==> src/rtl/audio_meter_ctrl.sv <==
`timescale 1ns/1ps
// ---------------------------------------------------------------------------
// audio_meter_ctrl
//
// Sequencing controller for the LED audio meter. Accepts a handshaked stream
// of signed 8-bit samples and accumulates the absolute magnitude of
// 2^WINDOW_LOG2 samples per window. At the end of each window it computes the
// true mean and turns it into a level, 0..8. It then drives an MSB-first
// thermometer code. The display uses peak-hold with a timed decay of one LED
// per HOLD_WINDOWS completed windows.
//
// Ports:
//   clk           system clock
//   reset         synchronous, active-high reset (priority over everything)
//   enable        run control; low returns the controller to IDLE
//   sample_valid  sample_data is valid this cycle
//   sample_data   two's-complement audio sample
//   sample_ready  controller accepts a sample this cycle (ACCUM only)
//   intensity     LED thermometer, MSB-first (1 LED = 8'b1000_0000)
//   level         currently displayed level, 0..8
//   window_done   one-cycle pulse in the cycle a window result is committed
//   overrun       sticky; a sample was offered while busy averaging/updating
// ---------------------------------------------------------------------------
module audio_meter_ctrl #(
  parameter int WINDOW_LOG2  = 8,
  parameter int HOLD_WINDOWS = 4
) (
  input  logic       clk,
  input  logic       reset,
  input  logic       enable,
  input  logic       sample_valid,
  input  logic [7:0] sample_data,
  output logic       sample_ready,
  output logic [7:0] intensity,
  output logic [3:0] level,
  output logic       window_done,
  output logic       overrun
);

  // The sum holds 2^WINDOW_LOG2 magnitudes of at most 128 each. It therefore
  // needs WINDOW_LOG2+8 bits and cannot overflow.
  localparam int         SUM_W     = WINDOW_LOG2 + 8;
  localparam logic [7:0] HOLD_LAST = 8'(HOLD_WINDOWS - 1);

  typedef enum logic [1:0] {
    ST_IDLE    = 2'd0,
    ST_ACCUM   = 2'd1,
    ST_AVERAGE = 2'd2,
    ST_UPDATE  = 2'd3
  } state_t;

  state_t               state_r;
  state_t               state_nx_s;
  logic [SUM_W-1:0]     sum_r;
  logic [WINDOW_LOG2-1:0] count_r;
  logic [7:0]           hold_cnt_r;
  logic [3:0]           new_level_r;
  logic                 sample_ready_r;
  logic [7:0]           intensity_r;
  logic [3:0]           level_r;
  logic                 window_done_r;
  logic                 overrun_r;

  logic                 accept_s;
  logic                 last_sample_s;
  logic                 busy_s;
  logic [7:0]           avg_s;
  logic [3:0]           level_nx_s;
  logic [7:0]           hold_nx_s;

  // Absolute value as an 8-bit unsigned number. -128 maps to 128, which fits
  // because the result is unsigned.
  function automatic logic [7:0] abs_mag(input logic [7:0] s);
    logic [7:0] m;
    if (s[7]) begin
      m = 8'(~s + 8'd1);
    end else begin
      m = s;
    end
    return m;
  endfunction

  // Position of the most significant set bit, plus one. Zero maps to zero.
  function automatic logic [3:0] msb_level(input logic [7:0] v);
    logic [3:0] lvl;
    lvl = 4'd0;
    for (int i = 0; i < 8; i++) begin
      if (v[i]) begin
        lvl = 4'(i + 1);
      end else begin
        lvl = lvl;
      end
    end
    return lvl;
  endfunction

  // Top `lv` bits set; any level of 8 or more lights every LED.
  function automatic logic [7:0] thermo(input logic [3:0] lv);
    logic [7:0] t;
    t = 8'h00;
    for (int i = 0; i < 8; i++) begin
      t[7-i] = (4'(i) < lv);
    end
    return t;
  endfunction

  // A sample is taken only in ACCUM while the meter is enabled. A valid
  // sample in the same cycle that enable drops belongs to the aborted window.
  assign accept_s      = (state_r == ST_ACCUM) && enable && sample_valid;
  assign last_sample_s = accept_s && (&count_r);
  assign busy_s        = (state_r == ST_AVERAGE) || (state_r == ST_UPDATE);

  // The mean is a plain right shift, because the window size is a power of two.
  assign avg_s = sum_r[SUM_W-1:WINDOW_LOG2];

  // Next-state logic for the window sequencer.
  always_comb begin
    state_nx_s = state_r;
    case (state_r)
      ST_IDLE: begin
        if (enable) begin
          state_nx_s = ST_ACCUM;
        end else begin
          state_nx_s = ST_IDLE;
        end
      end
      ST_ACCUM: begin
        if (!enable) begin
          state_nx_s = ST_IDLE;
        end else if (last_sample_s) begin
          state_nx_s = ST_AVERAGE;
        end else begin
          state_nx_s = ST_ACCUM;
        end
      end
      // Once the window is full it always completes and commits, even if
      // enable drops during averaging.
      ST_AVERAGE: begin
        state_nx_s = ST_UPDATE;
      end
      ST_UPDATE: begin
        if (enable) begin
          state_nx_s = ST_ACCUM;
        end else begin
          state_nx_s = ST_IDLE;
        end
      end
      default: begin
        state_nx_s = ST_IDLE;
      end
    endcase
  end

  // Peak-hold display rule: rise immediately, decay one LED per hold period.
  always_comb begin
    level_nx_s = level_r;
    hold_nx_s  = hold_cnt_r;
    if (new_level_r >= level_r) begin
      level_nx_s = new_level_r;
      hold_nx_s  = 8'd0;
    end else if (hold_cnt_r == HOLD_LAST) begin
      level_nx_s = level_r - 4'd1;
      hold_nx_s  = 8'd0;
    end else begin
      level_nx_s = level_r;
      hold_nx_s  = hold_cnt_r + 8'd1;
    end
  end

  // State register, with outputs registered from the next state. This makes
  // each output valid in the same cycle as the state it belongs to.
  always_ff @(posedge clk) begin
    if (reset) begin
      state_r        <= ST_IDLE;
      sample_ready_r <= 1'b0;
      window_done_r  <= 1'b0;
      overrun_r      <= 1'b0;
    end else begin
      state_r        <= state_nx_s;
      sample_ready_r <= (state_nx_s == ST_ACCUM);
      window_done_r  <= (state_nx_s == ST_UPDATE);
      if (busy_s && enable && sample_valid) begin
        overrun_r <= 1'b1;
      end else begin
        overrun_r <= overrun_r;
      end
    end
  end

  // Window datapath: accumulate, average, commit the display.
  always_ff @(posedge clk) begin
    if (reset) begin
      sum_r       <= '0;
      count_r     <= '0;
      hold_cnt_r  <= 8'd0;
      new_level_r <= 4'd0;
      level_r     <= 4'd0;
      intensity_r <= 8'h00;
    end else begin
      case (state_r)
        ST_ACCUM: begin
          if (!enable) begin
            // Abort: drop the partial window and leave the display untouched.
            sum_r   <= '0;
            count_r <= '0;
          end else if (accept_s) begin
            sum_r   <= sum_r + SUM_W'(abs_mag(sample_data));
            count_r <= count_r + 1'b1;
          end else begin
            sum_r   <= sum_r;
            count_r <= count_r;
          end
        end
        ST_AVERAGE: begin
          new_level_r <= msb_level(avg_s);
        end
        ST_UPDATE: begin
          level_r     <= level_nx_s;
          intensity_r <= thermo(level_nx_s);
          hold_cnt_r  <= hold_nx_s;
          sum_r       <= '0;
          count_r     <= '0;
        end
        ST_IDLE: begin
          sum_r   <= '0;
          count_r <= '0;
        end
        default: begin
          sum_r   <= '0;
          count_r <= '0;
        end
      endcase
    end
  end

  assign sample_ready = sample_ready_r;
  assign intensity    = intensity_r;
  assign level        = level_r;
  assign window_done  = window_done_r;
  assign overrun      = overrun_r;

endmodule

==> config.mk <==
export PLATFORM = sky130hd
export DESIGN_NAME = audio_meter_ctrl
export DESIGN_NICKNAME = d
export VERILOG_FILES = /design/src/rtl/audio_meter_ctrl.sv
export SDC_FILE = /design/constraint.sdc
export NUM_CORES = 1
export LEC_CHECK = 0
export BUFFER_PORTS_ARGS = -buffer_cell sky130_fd_sc_hd__buf_2
export CAP_MARGIN = 20
export CELL_PAD_IN_SITES_DETAIL_PLACEMENT = 1
export CELL_PAD_IN_SITES_GLOBAL_PLACEMENT = 1
export CORE_MARGIN = 10
export CORE_UTILIZATION = 25
export CTS_CLUSTER_SIZE = 25
export DETAILED_ROUTE_END_ITERATION = 16
export HOLD_SLACK_MARGIN = 0.06
export PLACE_DENSITY_LB_ADDON = 0.1
export SYNTH_ARGS = -nofsm -noshare
export SYNTH_HDL_FRONTEND = slang
export SYNTH_SLANG_ARGS = --single-unit
export TNS_END_PERCENT = 50
==> constraint.sdc <==
create_clock -name clk -period 2.8 [get_ports clk]
set_clock_uncertainty 0.2 [all_clocks]
set_input_delay 0.56 -clock clk [delete_from_list [all_inputs] [get_ports clk]]
set_output_delay 0.56 -clock clk [all_outputs]
set_load 0.05 [all_outputs]
# Word-level counts from Yosys, hierarchy flattened
# Cells that the tools add are included.
[totals]
wordCells = 70
input_bits = 12
regBits = 53
output_inout_bits = 15
[op_classes]
n_reduce_logical = 11
n_addsub = 5
mux = 27
order_cmp = 9
bitwise = 1
eq_ne = 7
[ops]
columns = ["operator", "count"]
rows = [
  ["8-bit 2-to-1 mux", 9],
  ["4-bit 2-to-1 mux", 9],
  ["16-bit 2-to-1 mux", 2],
  ["16-bit case mux with 2 select lines", 1],
  ["8-bit by 1-bit adder with 8-bit output (second input constant)", 3],
  ["16-bit by 8-bit adder with 16-bit output", 1],
  ["3-bit by 4-bit < comparator with 1-bit output (first input constant)", 4],
  ["8-bit case mux with 2 select lines", 1],
  ["8-bit by 2-bit equality test with 1-bit output (second input constant)", 1],
  ["1-bit by 4-bit < comparator with 1-bit output (first input constant)", 2],
  ["2-bit by 4-bit < comparator with 1-bit output (first input constant)", 2],
  ["8-bit inverter", 1],
  ["8-bit AND reduction", 1],
  ["2-bit equality test (second input constant)", 3],
  ["2-bit case mux with 3 select lines", 1],
  ["1-bit logical AND", 5],
  ["2-bit by 1-bit equality test with 1-bit output (second input constant)", 2],
  ["4-bit >= comparator", 1],
  ["2-bit 2-to-1 mux", 2],
  ["4-bit by 1-bit subtractor with 4-bit output (second input constant)", 1],
  ["3-bit inequality test (second input constant)", 1],
  ["2-bit zero test", 1],
  ["1-bit 2-to-1 mux", 2],
  ["2-bit AND reduction", 1],
  ["3 further kinds", 3],
]

# Depth between registers and ports, before layout
[depth]
depth_word = 11
ltp_mapped = 12

# Least setup slack after synthesis
# No wires, ideal clock.
[synth_path]
kind = "input port to flip-flop"
start = "in sample_data[1]"
end = "reg sum_r[15]"
setup_time_ns = 0.057
stages = 9
t_arrival_ns = 2.740
path_buffers = 0
t_required_ns = 2.543
setup_slack_ns = -0.197
cell_sequence = "or3_1 > or4_1 > nor3b_1 > ha_1 > a21o_1 > a41oi_1 > o21ai_0 > a21boi_0 > o21ba_2"
[synth_via]
elab_chain_len = 11
[synth_rtl]
columns = ["item", "line_no", "text"]
rows = [
  ["from (decl)", "32", "input logic [7:0] sample_data,"],
  ["8-bit inverter", "76", "m = 8'(~s + 8'd1);"],
  ["8-bit by 1-bit adder with 8-bit output", "76", ""],
  ["8-bit 2-to-1 mux *", "75", "if (s[7]) begin"],
  ["8-bit 2-to-1 mux *", "206", "end else if (accept_s) begin"],
  ["8-bit 2-to-1 mux *", "202", "if (!enable) begin"],
  ["8-bit 2-to-1 mux *", "200", "case (state_r)"],
  ["8-bit 2-to-1 mux *", "192", "if (reset) begin"],
  ["16-bit by 8-bit adder with 16-bit output *", "207", "sum_r <= sum_r + SUM_W'(abs_mag(sample_data));"],
  ["16-bit 2-to-1 mux *", "206", ""],
  ["16-bit 2-to-1 mux *", "202", ""],
  ["16-bit case mux with 2 select lines *", "200", ""],
  ["to (signal assigned)", "207", ""],
  ["to (signal assigned)", "210", "sum_r <= sum_r;"],
  ["to (decl)", "54", "logic [SUM_W-1:0] sum_r;"],
]
# Mark *: on every way between the ends. The rest lies on a longest branch, timed or not. The select of a mux whose other input is x is not followed.
# A chain may end at the register's enable or synchronous reset.

# Final worst setup path
[layout_path]
start = "in sample_data[2]"
end = "reg sum_r[15]"
# The elaborated chain is that of the path after synthesis.

==> impl_metrics.csv <==
group,metric,value,unit
timing,finalSetupViolCount,3,
cts,path_clk_slew,0.07,ns
cts,clkLatencyLatePin,0.30,ns
global_routing,grt-ovfl-total,0,
synthesis,ys_types,52,
synthesis,synth-edff-count,0,
cells_and_area,num-nets-final,446,
cells_and_area,utilization,32.5,%
cells_and_area,num_antenna_cells,0,
cts,cts_root_buf,"clkbuf_16",
die,die_area,16600,um2
drt,wl_per_cell,15.4,um
worst_setup_path,r2r_slack,0.26,ns
worst_setup_path,cp_cell_sequence,"buf_6 -> or3_4 -> or4_4 -> nor3b_2 -> ha_1 -> a21o_1 -> a41oi_4 -> o21ai_1 -> a21boi_1 -> o21ba_2",
worst_setup_path,crit_path_max_incr_delay,0.42,ns
die,num_io_pins,27,
synthesis,syn-cell-area,2970,um2
synthesis,syn_avg_cell_area,8.34,um2
worst_hold_path,hp-class,"register to register",
cts,cts_tree,"built",
drt,ant_nets,0,
timing,fin_crit_sh,101,%
timing,fin_setup_tns,-0.0575,ns
drt,top_layer_used,"met4",
global_routing,grt_use_total,10.5,%
drt,firstDrtPassIters,4,
cts,cts_hold_buf,0,
cells_and_area,stdcell_area,3740,um2
synthesis,yosys_warnings,0,
drt,dr_wl_met3,333,um
timing,slew_headroom,62.7,%
timing,hold_viol,0,
drt,drt_drc_violations_left,0,
place,post-dp-hpwl,6.51,mm
die,core_area,11500,um2
cts,cts_sinks,52,
place,gp_congestion,0.747,
global_routing,grt_pass1_wl,14.0,mm
cells_and_area,fin_cells,556,
global_routing,grt_max_degree,26,
pwr,total_power,1.52,mW
timing,finalWorstSetupSlack,-0.0225,ns
die,die_y,129,um
place,numPortBuffers,26,
timing,rsz0062_at_grt,"yes",
worst_setup_path,critPathTopFamily,"simple AND/OR/NAND/NOR gates",
synthesis,ys.flop_type,"dfxtp_1",
place,dp_cells,545,
timing,fmax,354,MHz
global_routing,grt_pass1_vias,2711,
synthesis,ys_async_sr_fraction,0,%
timing,min_period,2.82,ns
drt,viasPerCell,4.74,
place,pre_cts_ws,-0.442,ns
timing,holdWs,0.254,ns
timing,drv_slew,0,
outcome,violations,"setup timing",
synthesis,ys_seq_elements,52,
worst_setup_path,path_class,"primary input to register",
worst_setup_path,crit_required,2.84,ns
place,dpl_cell_area,3480,um2
outcome,outcome,"finished with violations",
drt,totalWireLength,8.57,mm
worst_setup_path,crit_arrival,2.87,ns
synthesis,syn_nets,390,
cells_and_area,area_delta_synth_final,26.0,%
drt,vias,2636,
cells_and_area,drive_above_1_share,22.0,%
die,std_cell_rows,39,
worst_setup_path,endpoint_kind,"register",
worst_setup_path,path_max_fanout,5,
pwr,p_leak,1.46,nW
cts,h-tree-depth,2,
cts,clk_path_buf_depth,2,
synthesis,yosysSeqAreaShare,35.1,%
drt,dr.first_iter.drc_count,111,
pwr,powerDensity,406,nW/um2
worst_setup_path,cp-start-kind,"primary input",
drt,wl_met2,3.75,mm
worst_setup_path,cpMaxStageDelayCell,"or4_4",
timing,worst_slew_pin_slew,0.558,ns
die,die_w,129,um
run,maxCapViolations,0,
die,start_util,25.8,%
synthesis,syn-instance-count,356,
cts,cts-buffers-inserted,5,
pwr,peakVddDrop,0.207,mV
worst_setup_path,critPathBufInv,1,
drt,drt-met1-wl,4.36,mm
global_routing,grt_antenna_before_repair,0,
[timing repair]
action	4_1_cts	5_1_grt
pin swaps	1	12
endpoints found under the hold margin	0	0
setup endpoints to repair	7	9
gates resized for setup	6	15
buffers inserted	2	2
[cell usage in the layout (no fill, tap or decap), types with 10 or more instances in the layout]
cell	Yosys	final
a21oi_1	22	19
buf_2	0	24
buf_4	1	34
dfxtp_1	52	52
ha_1	21	21
inv_1	19	19
nand2_1	26	26
nor2_1	58	56
o21ai_0	14	10
xnor2_1	17	17
xor2_1	14	14
[power breakdown]
group / internal (mW) / total [mW] / leakage [nW] / switching (mW)
Clock: 0.358 / 0.635 / 0.0712 / 0.278
Combinational: 0.0613 / 0.142 / 0.967 / 0.0804
Sequential: 0.741 / 0.743 / 0.419 / 0.00125
[registers in the layout, indices dropped and copies added (netlist names)]
| name | flops |
|---|---|
| sum_r | 16 |
| count_r | 8 |
| hold_cnt_r | 8 |
| intensity | 8 |
| new_level_r | 4 |
| level | 3 |
| state_r | 2 |
| overrun | 1 |
| sample_ready | 1 |
| window_done | 1 |
[final timing paths]
kind,from,endpoint,cells past startpoint
worst min register to register,overrun,overrun,2
worst max-delay path,sample_data[2],sum_r[15],10
worst max register to register,new_level_r[0],intensity[2],8
worst min-delay path,overrun,overrun,2
[tightest hold or removal path: stages, from the launching register on]
cell	delay [ns]
dfxtp_1	0.31
inv_1	0.05
a21oi_1	0.05
[kinds of logic after synthesis]
kind of cell | synth area share [%]
mux | 1.35
fa+ha+maj | 9.53
buf+inv | 4.30
simple gates | 22.2
compound gates | 18.4
flops | 35.1
xor+xnor | 9.15
[synth_stat cells, drive strengths merged, types with 4 or more instances]
cell / instances / share of area (%)
nor2: 59 / 7.5
dfxtp: 52 / 35
nand2: 26 / 3.3
a21oi: 22 / 3.7
ha: 21 / 8.9
inv: 19 / 2.4
xnor2: 17 / 5.0
o21ai: 16 / 2.7
xor2: 14 / 4.1
clkbuf: 10 / 1.3
a22oi: 9 / 2.3
nand4: 9 / 1.9
nor3: 9 / 1.7
nand2b: 8 / 1.9
nand3: 6 / 1.0
a211oi: 5 / 1.4
a311oi: 5 / 1.5
and3: 5 / 1.1
a21o: 4 / 1.0
mux2i: 4 / 1.3
[area by class of cell]
class,instances,area (um2)
Tap cell,143,179
Sequential cell,52,1040
Timing Repair Buffer,61,409
Clock buffer,8,146
Multi-Input combinational cell,273,1890
Fill cell,1397,7780
Inverter,19,71.3
[layer usage]
layer / vias to the layer above / GRT usage [%]
li1: 1355 / -
met1: 1245 / 14.0
met2: 26 / 16.3
met3: 10 / 2.34
met4: 0 / 3.81
met5: - / 0
(Power assumes the default switching activity.)
